<file path="src/rtl/bt656_pkg.sv">
// Shared types and default window constants for the BT.656 capture path.
package bt656_pkg;

    typedef enum logic [1:0] {
        IDLE   = 2'd0,
        ACTIVE = 2'd1,
        FLUSH  = 2'd2,
        DONE   = 2'd3
    } cap_state_e;

    typedef struct packed {
        logic [4:0] r;
        logic [5:0] g;
        logic [4:0] b;
    } rgb565_t;

    localparam int unsigned DEF_IMG_W      = 480;
    localparam int unsigned DEF_IMG_H      = 272;
    localparam int unsigned DEF_X_START    = 80;
    localparam int unsigned DEF_Y_START    = 20;
    localparam int unsigned DEF_BURST_LEN  = 256;
    localparam int unsigned DEF_FIFO_DEPTH = 512;
    localparam int unsigned DEF_ADDR_W     = 22;

endpackage

</file>
<file path="src/rtl/bt656_win_cnt.sv">
// Column counter for the active video line plus crop-window membership test.
// in_win is combinational: it qualifies the pixel strobe presented this cycle,
// using the column index that pixel occupies (count before its own increment).
module bt656_win_cnt
    import bt656_pkg::*;
#(
    parameter int unsigned IMG_W   = DEF_IMG_W,
    parameter int unsigned IMG_H   = DEF_IMG_H,
    parameter int unsigned X_START = DEF_X_START,
    parameter int unsigned Y_START = DEF_Y_START
) (
    input  logic       clk,
    input  logic       rst,
    input  logic       vid_v,
    input  logic       vid_h,
    input  logic [8:0] vid_line,
    input  logic       pix_vld,
    output logic       in_win
);
    localparam int unsigned COL_W = 12;
    localparam logic [COL_W-1:0] COL_MAX = '1;
    localparam logic [COL_W-1:0] X_LO    = COL_W'(X_START);
    localparam logic [COL_W-1:0] X_HI    = COL_W'(X_START + IMG_W);
    localparam logic [8:0]       Y_LO    = 9'(Y_START);
    localparam logic [8:0]       Y_HI    = 9'(Y_START + IMG_H);

    logic [COL_W-1:0] col_q, col_d;

    // Next column count and window decision for the current pixel strobe.
    always_comb begin
        col_d = col_q;
        if (vid_h) begin
            col_d = '0;
        end else if (pix_vld && !vid_v && (col_q != COL_MAX)) begin
            col_d = col_q + COL_W'(1);
        end
        in_win = pix_vld && !vid_h && !vid_v &&
                 (col_q >= X_LO) && (col_q < X_HI) &&
                 (vid_line >= Y_LO) && (vid_line < Y_HI);
    end

    // Column counter register.
    always_ff @(posedge clk) begin
        if (rst) begin
            col_q <= '0;
        end else begin
            col_q <= col_d;
        end
    end

endmodule

</file>
<file path="src/rtl/bt656_cap_ctrl.sv">
// Capture scheduler: crops the decoded stream into the write FIFO, issues
// SDRAM burst requests from the FIFO level and double-buffers frames.
// Optional build macro BT656_FIELD_SKIP_EN: capture only every other field.
module bt656_cap_ctrl
    import bt656_pkg::*;
#(
    parameter int unsigned IMG_W      = DEF_IMG_W,
    parameter int unsigned IMG_H      = DEF_IMG_H,
    parameter int unsigned X_START    = DEF_X_START,
    parameter int unsigned Y_START    = DEF_Y_START,
    parameter int unsigned BURST_LEN  = DEF_BURST_LEN,
    parameter int unsigned FIFO_DEPTH = DEF_FIFO_DEPTH,
    parameter int unsigned ADDR_W     = DEF_ADDR_W
) (
    input  logic              clk,
    input  logic              rst,
    input  logic              cap_en,
    input  logic              vid_v,
    input  logic              vid_h,
    input  logic [8:0]        vid_line,
    input  logic              pix_vld,
    input  logic [15:0]       pix_data,
    output logic              fifo_wr_en,
    output logic [15:0]       fifo_wr_data,
    input  logic [9:0]        fifo_level,
    output logic              wr_req,
    output logic [ADDR_W-1:0] wr_addr,
    output logic [8:0]        wr_len,
    input  logic              wr_ack,
    input  logic              wr_done,
    output logic              bank_wr,
    output logic              frame_done,
    output logic              ovf
);
    localparam logic [ADDR_W-1:0] FRAME_WORDS = ADDR_W'(IMG_W * IMG_H);
    localparam logic [9:0]        LVL_BURST   = 10'(BURST_LEN);
    localparam logic [9:0]        LVL_FULL    = 10'(FIFO_DEPTH - 1);
    localparam logic [8:0]        LINE_END    = 9'(Y_START + IMG_H);

    cap_state_e        state_q, state_d;
    logic              vid_v_q, vid_v_d;
    logic [ADDR_W-1:0] wptr_q, wptr_d;
    logic              bank_q, bank_d;
    logic              ovf_q, ovf_d;
    logic              abort_q, abort_d;
    logic              busy_q, busy_d;
    logic              wr_req_q, wr_req_d;
    logic [ADDR_W-1:0] wr_addr_q, wr_addr_d;
    logic [8:0]        wr_len_q, wr_len_d;
    logic              push_q, push_d;
    rgb565_t           push_data_q, push_data_d;
    logic              frame_done_q, frame_done_d;
`ifdef BT656_FIELD_SKIP_EN
    logic              skip_q, skip_d;
`endif

    logic in_win;
    logic frame_start;
    logic vid_v_rise;
    logic start_ok;
    logic raise;

    bt656_win_cnt #(
        .IMG_W   (IMG_W),
        .IMG_H   (IMG_H),
        .X_START (X_START),
        .Y_START (Y_START)
    ) u_win_cnt (
        .clk      (clk),
        .rst      (rst),
        .vid_v    (vid_v),
        .vid_h    (vid_h),
        .vid_line (vid_line),
        .pix_vld  (pix_vld),
        .in_win   (in_win)
    );

    // Next-state logic for the capture FSM, burst handshake and frame bookkeeping.
    always_comb begin
        frame_start  = vid_v_q && !vid_v;
        vid_v_rise   = vid_v && !vid_v_q;
        state_d      = state_q;
        vid_v_d      = vid_v;
        wptr_d       = wptr_q;
        bank_d       = bank_q;
        ovf_d        = ovf_q;
        abort_d      = abort_q;
        busy_d       = busy_q;
        wr_req_d     = wr_req_q;
        wr_addr_d    = wr_addr_q;
        wr_len_d     = wr_len_q;
        push_d       = 1'b0;
        push_data_d  = push_data_q;
        frame_done_d = 1'b0;
        raise        = 1'b0;
`ifdef BT656_FIELD_SKIP_EN
        skip_d       = frame_start ? !skip_q : skip_q;
        start_ok     = cap_en && !skip_q;
`else
        start_ok     = cap_en;
`endif

        if (frame_start) begin
            ovf_d = 1'b0;
        end

        // Ack and completion are independent so both land when they coincide.
        if (wr_req_q && wr_ack) begin
            wr_req_d = 1'b0;
        end
        if (busy_q && wr_done) begin
            busy_d = 1'b0;
            wptr_d = wptr_q + ADDR_W'(wr_len_q);
        end

        case (state_q)
            IDLE: begin
                if (frame_start && start_ok) begin
                    state_d = ACTIVE;
                    wptr_d  = '0;
                    abort_d = 1'b0;
                end
            end
            ACTIVE: begin
                if (!cap_en) begin
                    state_d = FLUSH;
                    abort_d = 1'b1;
                end else begin
                    if (in_win) begin
                        if (fifo_level >= LVL_FULL) begin
                            ovf_d = 1'b1;
                        end else begin
                            push_d      = 1'b1;
                            push_data_d = rgb565_t'(pix_data);
                        end
                    end
                    if ((vid_line == LINE_END) || vid_v_rise) begin
                        state_d = FLUSH;
                    end
                end
                raise = !busy_q && (fifo_level >= LVL_BURST);
            end
            FLUSH: begin
                // A push still in flight is not yet visible in fifo_level.
                if (!busy_q) begin
                    if (fifo_level != '0) begin
                        raise = 1'b1;
                    end else if (!push_q) begin
                        state_d      = DONE;
                        frame_done_d = 1'b1;
                    end
                end
            end
            DONE: begin
                state_d = IDLE;
                if (!ovf_q && !abort_q) begin
                    bank_d = !bank_q;
                end
            end
            default: state_d = IDLE;
        endcase

        if (raise) begin
            busy_d    = 1'b1;
            wr_req_d  = 1'b1;
            wr_len_d  = (fifo_level >= LVL_BURST) ? 9'(BURST_LEN) : fifo_level[8:0];
            wr_addr_d = (bank_q ? FRAME_WORDS : '0) + wptr_q;
        end
    end

    // State and registered-output update.
    always_ff @(posedge clk) begin
        if (rst) begin
            state_q      <= IDLE;
            vid_v_q      <= 1'b0;
            wptr_q       <= '0;
            bank_q       <= 1'b0;
            ovf_q        <= 1'b0;
            abort_q      <= 1'b0;
            busy_q       <= 1'b0;
            wr_req_q     <= 1'b0;
            wr_addr_q    <= '0;
            wr_len_q     <= '0;
            push_q       <= 1'b0;
            push_data_q  <= '0;
            frame_done_q <= 1'b0;
`ifdef BT656_FIELD_SKIP_EN
            skip_q       <= 1'b0;
`endif
        end else begin
            state_q      <= state_d;
            vid_v_q      <= vid_v_d;
            wptr_q       <= wptr_d;
            bank_q       <= bank_d;
            ovf_q        <= ovf_d;
            abort_q      <= abort_d;
            busy_q       <= busy_d;
            wr_req_q     <= wr_req_d;
            wr_addr_q    <= wr_addr_d;
            wr_len_q     <= wr_len_d;
            push_q       <= push_d;
            push_data_q  <= push_data_d;
            frame_done_q <= frame_done_d;
`ifdef BT656_FIELD_SKIP_EN
            skip_q       <= skip_d;
`endif
        end
    end

    assign fifo_wr_en   = push_q;
    assign fifo_wr_data = push_data_q;
    assign wr_req       = wr_req_q;
    assign wr_addr      = wr_addr_q;
    assign wr_len       = wr_len_q;
    assign bank_wr      = bank_q;
    assign frame_done   = frame_done_q;
    assign ovf          = ovf_q;

endmodule
</file>
<file path="config.mk">
export PLATFORM = sky130hd
export DESIGN_NAME = bt656_cap_ctrl
export DESIGN_NICKNAME = d
export VERILOG_FILES = /design/src/rtl/bt656_pkg.sv /design/src/rtl/bt656_win_cnt.sv /design/src/rtl/bt656_cap_ctrl.sv
export SDC_FILE = /design/constraint.sdc
export NUM_CORES = 1
export LEC_CHECK = 0
export BUFFER_PORTS_ARGS = -buffer_cell sky130_fd_sc_hd__buf_2
export CAP_MARGIN = 20
export CORE_ASPECT_RATIO = 1.75
export CORE_MARGIN = 3
export CORE_UTILIZATION = 55
export DETAILED_ROUTE_END_ITERATION = 12
export GPL_ROUTABILITY_DRIVEN = 0
export GPL_TIMING_DRIVEN = 0
export HOLD_SLACK_MARGIN = 0.06
export PLACE_DENSITY_LB_ADDON = 0.12
export SLEW_MARGIN = 20
export SYNTH_ARGS = -nofsm -noshare
export SYNTH_HDL_FRONTEND = slang
export SYNTH_HIERARCHICAL = 1
export SYNTH_SLANG_ARGS = --single-unit
</file>
<file path="constraint.sdc">
create_clock -name clk -period 5.7 [get_ports clk]
set_input_delay 0 -clock clk [delete_from_list [all_inputs] [get_ports clk]]
set_output_delay 0 -clock clk [all_outputs]
set_load 0.02 [all_outputs]
</file>
# Word-level counts from Yosys, hierarchy flattened
# Cells that the tools add are included.
[op_classes] add_sub_neg=3 n_mul=0 n_div=0 n_lt_le_gt_ge=6 eq_ne=11 shift=0 n_mux=29 bitwise_logic=5 n_reduce_logical=35
[ops] cell="$mux 22" n=3
[ops] cell="$add 17x22->22" n=1
[ops] cell="$add 22x9->22" n=1
[ops] cell="$ge 10x9->1 const B" n=2
[ops] cell="$mux 17" n=1
[ops] cell="$logic_and 1x1->1" n=15
[ops] cell="$mux 1" n=15
[ops] cell="$add 12x1->12 const B" n=1
[ops] cell="$ge 12x7->1 const B" n=1
[ops] cell="$lt 12x10->1 const B" n=1
[ops] cell="$mux 2" n=6
[ops] cell="$ne 12x12->1 const B" n=1
[ops] cell="$ne 2x2->1 const B" n=5
[ops] cell="$reduce_bool 10->1" n=1
[ops] cell="$eq 9x9->1 const B" n=1
[ops] cell="$ge 9x5->1 const B" n=1
[ops] cell="$lt 9x9->1 const B" n=1
[ops] cell="$mux 9" n=1
[ops] cell="$pmux 2 s4" n=1
[ops] cell="$reduce_or 4->1" n=2
[ops] cell="$logic_not 1->1" n=7
[ops] cell="$reduce_bool 2->1" n=3
[ops] cell="$not 1->1" n=5
[ops] cell="$reduce_and 5->1" n=1
[ops] cell="10 further kinds" n=12
[totals] reg_bits=91 latch_bits=0 mem_bits_rw=0 mem_bits_ro=0 out_inout_bits=52 word_cells=105 mem_count=0

# Depth between registers and ports, before layout
[logic_depth] ltp_word=10 ltp_mapped=10 ltp_nobuf=9

# Cells and area by module
# Netlist, hierarchy kept.
[by_module_without_submodules] module="bt656_cap_ctrl" instances=1 cells_per_inst=460 area_per_inst_um2=3892.5
[by_module_without_submodules] module="bt656_win_cnt" instances=1 cells_per_inst=83 area_per_inst_um2=710.7

# Worst setup path after synthesis
# No wires, ideal clock.
[synth_timing] path_kind="reg-to-reg" start="register wr_len_q[0] (netlist: wr_len[0])" end="register wptr_q[12]" setup_time_ns=0.071 t_arrival_ns=2.261 path_slack_ns=3.368 stages_incl_launch_ff=10 path_buffers=0 cell_sequence="dfxtp_1 ha_1 inv_1 fa_1 and2b_1 o31a_1 nor3_1 o21a_1 or4_1 a21oi_1"
[synth_via] elab_chain_cells=4
[synth_lines] item="start, declared" line_no="bt656_cap_ctrl.sv:49" source="logic [8:0] wr_len_q, wr_len_d;"
[synth_lines] item="start signal, assigned" line_no="bt656_cap_ctrl.sv:200" source="wr_len_q <= wr_len_d;"
[synth_lines] item="$add 22x9->22 (*)" line_no="bt656_cap_ctrl.sv:113" source="wptr_d = wptr_q + ADDR_W'(wr_len_q);"
[synth_lines] item="$mux 22 (*)" line_no="bt656_cap_ctrl.sv:111" source="if (busy_q && wr_done) begin"
[synth_lines] item="$mux 22" line_no="bt656_cap_ctrl.sv:118" source="if (frame_start && start_ok) begin"
[synth_lines] item="$mux 22 (*)" line_no="bt656_cap_ctrl.sv:116" source="case (state_q)"
[synth_lines] item="end signal, assigned" line_no="bt656_cap_ctrl.sv:193" source="wptr_q <= wptr_d;"
[synth_lines] item="end, declared" line_no="bt656_cap_ctrl.sv:42" source="logic [ADDR_W-1:0] wptr_q, wptr_d;"
# Mark *: on every way between the ends. The rest lies on a longest branch, timed or not.
# A chain may end at the register's enable or synchronous reset.

# Worst setup path after layout
[layout_timing] start="register bank_q (netlist: bank_wr)" end="register wr_addr_q[21] (netlist: wr_addr[21])"
[layout_via] elab_chain_cells=2
[layout_lines] item="start, declared" line_no="bt656_cap_ctrl.sv:43" source="logic bank_q, bank_d;"
[layout_lines] item="start signal, assigned" line_no="bt656_cap_ctrl.sv:194" source="bank_q <= bank_d;"
[layout_lines] item="$mux 17" line_no="bt656_cap_ctrl.sv:167" source="wr_addr_d = (bank_q ? FRAME_WORDS : '0) + wptr_q;"
[layout_lines] item="$add 17x22->22" line_no="bt656_cap_ctrl.sv:167"
[layout_lines] item="end signal, assigned" line_no="bt656_cap_ctrl.sv:199" source="wr_addr_q <= wr_addr_d;"
[layout_lines] item="end, declared" line_no="bt656_cap_ctrl.sv:48" source="logic [ADDR_W-1:0] wr_addr_q, wr_addr_d;"
# No other way between the ends.

==> flow_metrics.env <==
export IMPL_status="finished, final reports clean"
export IMPL_initial_core_util_pct=57.4
export IMPL_cts_resized=0
export IMPL_core_rowCount=43
export IMPL_p_leak_nw=2.51
export IMPL_syn_instance_count=543
export IMPL_syn_num_nets=612
export IMPL_finalCritPeriodShare_pct=48.3
export IMPL_routed_wl_um=12500
export IMPL_drive_gt1_share_pct=18.8
export IMPL_ys_warn_count=6
export IMPL_regArea_mm2=0.00182
export IMPL_htree_num_levels=3
export IMPL_drv_cap=0
export IMPL_slew_violations=0
export IMPL_skew_ns=0.00752
export IMPL_hold_slack_ns=0.0953
export IMPL_ctsRootBufferMaster="clkbuf_16"
export IMPL_grt_pass1_vias=4297
export IMPL_synth_main_ff_cell="dfxtp_1"
export IMPL_arrival_ns=3.01
export IMPL_syn_area_mm2=0.00460
export IMPL_fin_setup_tns_ns=0
export IMPL_dieArea_mm2=0.00955
export IMPL_cp_required_ns=5.96
export IMPL_die_w_um=75.2
export IMPL_synth_seq_cells=91
export IMPL_portBuffers=94
export IMPL_multi_input_area_mm2=0.00263
export IMPL_ios=95
export IMPL_routedWlPerCell_um=16.0
export IMPL_finalHoldViolations=0
export IMPL_yosysSeqAreaShare_pct=39.6
export IMPL_ys_types=62
export IMPL_drc=0
export IMPL_clock_path_buffers=2
export IMPL_first_pass_iters=5
export IMPL_vias=4546
export IMPL_fillers=621
export IMPL_ant_nets=0
export IMPL_tightest_slew_ns=0.625
export IMPL_clock_sinks=91
export IMPL_r2r_slack_ns=2.95
export IMPL_setup_viol=0
export IMPL_yosys_area_share_adder_pct=7.39
export IMPL_grt_max_degree=16
export IMPL_synth_xor_area_share_pct=3.81
export IMPL_synthArstFlopShare_pct=0
export IMPL_grt_overflow=0
export IMPL_die_h_um=127
export IMPL_synth_top_family_by_area="simple AND/OR/NAND/NOR gates"
export IMPL_cts_tree="yes"
export IMPL_cp_max_fo=10
export IMPL_drt_iter0_drc=289
export IMPL_grt_pass1_wl_um=19900
export IMPL_core_area_mm2=0.00802
export IMPL_antenna_found_initial=0
export IMPL_antenna_cells=0
export IMPL_track_usage_pct=26.6
export IMPL_syn_to_final_growth_pct=27.5
export IMPL_numCtsBuffers=9
export IMPL_end_kind="register"
export IMPL_path_clk_slew_ns=0.06
export IMPL_hold_path_class="in2reg"
export IMPL_vdd_drop_max_mv=0.235
export IMPL_startpoint_type="register"
export IMPL_synthMuxAreaShare_pct=3.91
export IMPL_power_per_cell_area_mw_per_mm2=255
export IMPL_final_common_cell="buf_2"
export IMPL_fin_crit_ns=2.75
export IMPL_critPathKind="reg2reg"
export IMPL_avgSynthCellArea_um2=8.48
export IMPL_rsz0062_at_grt="false"
export IMPL_fmax_ghz=0.363
export IMPL_dpl_hpwl_um=9010
export IMPL_synth_edf_count=0
export IMPL_synth_compound_gate_area_share_pct=18.3
export IMPL_layout_nets=755
export IMPL_max_slew_margin_pct=58.3
export IMPL_postCtsSetupRepairBufs=0
export IMPL_final_cell_mix="102 x buf_2, 91 x dfxtp_1, 73 x nand2_1"
export IMPL_avgViaCountPerCell=5.82
export IMPL_synth_simple_area_share_pct=23.6
export IMPL_clk_latency_ns=0.34
power breakdown:
group	switching (mW)	total [mW]	internal, mW
clock	0.246	0.597	0.352
combinational	0.135	0.224	0.0891
sequential	0.0181	0.674	0.656
total	0.399	1.50	1.10
registers in the layout, indices dropped and copies added (netlist names):
name	flops
wptr_q	22
wr_addr	22
fifo_wr_data	16
u_win_cnt/col_q	12
wr_len	9
state_q	2
abort_q	1
bank_wr	1
busy_q	1
fifo_wr_en	1
frame_done	1
ovf	1
vid_v_q	1
wr_req	1
worst paths after layout:
check,startpoint,endpoint,cells after the start
max,bank_wr,wr_addr[21],9
min,fifo_level[8],wr_len[2],4
max reg2reg,bank_wr,wr_addr[21],9
min reg2reg,wr_addr[5],wr_addr[5],2
repair_timing:
action / 4_1_cts / 5_1_grt
hold endpoints to repair: 30 / 0
setup endpoints to repair: 0 / 0
hold buffers: 38 / 0
cell type report:
type | instances | area share, %
Tap cell | 90 | 1.92
Multi-Input combinational cell | 415 | 44.8
Sequential cell | 91 | 31.0
Timing Repair Buffer | 132 | 14.5
Clock inverter | 6 | 1.07
Inverter | 13 | 0.832
Clock buffer | 10 | 4.07
Buffer | 24 | 1.77
layer usage:
metal	vias up	global-route usage [%]	share of wire, %
met3	33	4.65	4.6
met1	2131	30.3	39
met2	147	47.3	53
met5	-	0	0
li1	2235	-	-
met4	0	10.6	3.4
through the flow:
stage / cell area, um2 / power (mW) / std cells / worst slack (ns) / util [%]
after floorplan: 4600 / 0.816 / 543 / 3.37 / -
after global placement: 5190 / 0.883 / 727 / 3.05 / 64.7
after detailed placement: 5190 / 0.890 / 727 / 2.98 / 64.7
after CTS: 5870 / 1.50 / 781 / 2.94 / 73.2
after global routing: 5870 / 1.55 / 781 / 2.79 / 73.2
final: 5870 / 1.50 / 781 / 2.95 / 73.2
worst max-delay path, stage by stage, from the launching register on:
cell       delay [ns]
dfxtp_1          0.60
ha_1             0.35
inv_1            0.08
fa_1             0.41
nor2b_1          0.22
o2111ai_1        0.17
a31oi_1          0.29
o21ai_0          0.17
xor2_1           0.16
a211oi_1         0.22
logic make-up after synthesis:
kind of cell / count (synthesis)
and+or+nand+nor: 214
AOI/OAI and AO/OA: 137
DFF: 91
buffers and inverters: 37
adders and majority gates: 26
xor gates and xnor gates: 20
muxes: 18
synthesized netlist by cell type (2+ instances only):
| cell | number | area share (%) |
|---|---|---|
| a21o_1 | 3 | 0.49 |
| a31oi_1 | 3 | 0.41 |
| and2b_1 | 2 | 0.33 |
| nand2_1 | 73 | 6.0 |
| o41ai_1 | 2 | 0.38 |
| or4_1 | 4 | 0.65 |
| nand4_2 | 2 | 0.54 |
| ha_1 | 24 | 6.5 |
| nor4_2 | 2 | 0.54 |
| o211ai_1 | 4 | 0.65 |
| a211oi_1 | 10 | 1.6 |
| nand3_1 | 16 | 1.7 |
| nand4_1 | 6 | 0.82 |
| a21oi_1 | 62 | 6.7 |
| and3_1 | 6 | 0.82 |
| and2_1 | 4 | 0.54 |
| o21a_1 | 5 | 0.82 |
| nand4b_1 | 3 | 0.57 |
| buf_2 | 8 | 0.87 |
| nor2b_1 | 5 | 0.68 |
| o2111ai_1 | 2 | 0.38 |
| xor2_1 | 13 | 2.5 |
| o21ai_0 | 15 | 1.6 |
| nor2_1 | 50 | 4.1 |
| fa_1 | 2 | 0.87 |
| inv_1 | 13 | 1.1 |
| dfxtp_1 | 91 | 40 |
| nor4b_1 | 2 | 0.38 |
| or3_1 | 12 | 1.6 |
| xnor2_1 | 7 | 1.3 |
| clkbuf_1 | 12 | 0.98 |
| o21ai_1 | 13 | 1.4 |
| and4_1 | 2 | 0.38 |
| o31a_1 | 2 | 0.38 |
| nor3_1 | 7 | 0.76 |
| mux2i_1 | 18 | 3.9 |
| nand2b_1 | 5 | 0.68 |
| buf_1 | 3 | 0.24 |
| nor3b_1 | 2 | 0.33 |
| o31ai_1 | 5 | 0.82 |
| nor4bb_1 | 2 | 0.43 |
No activity file was read; power rests on OpenSTA's default activity.
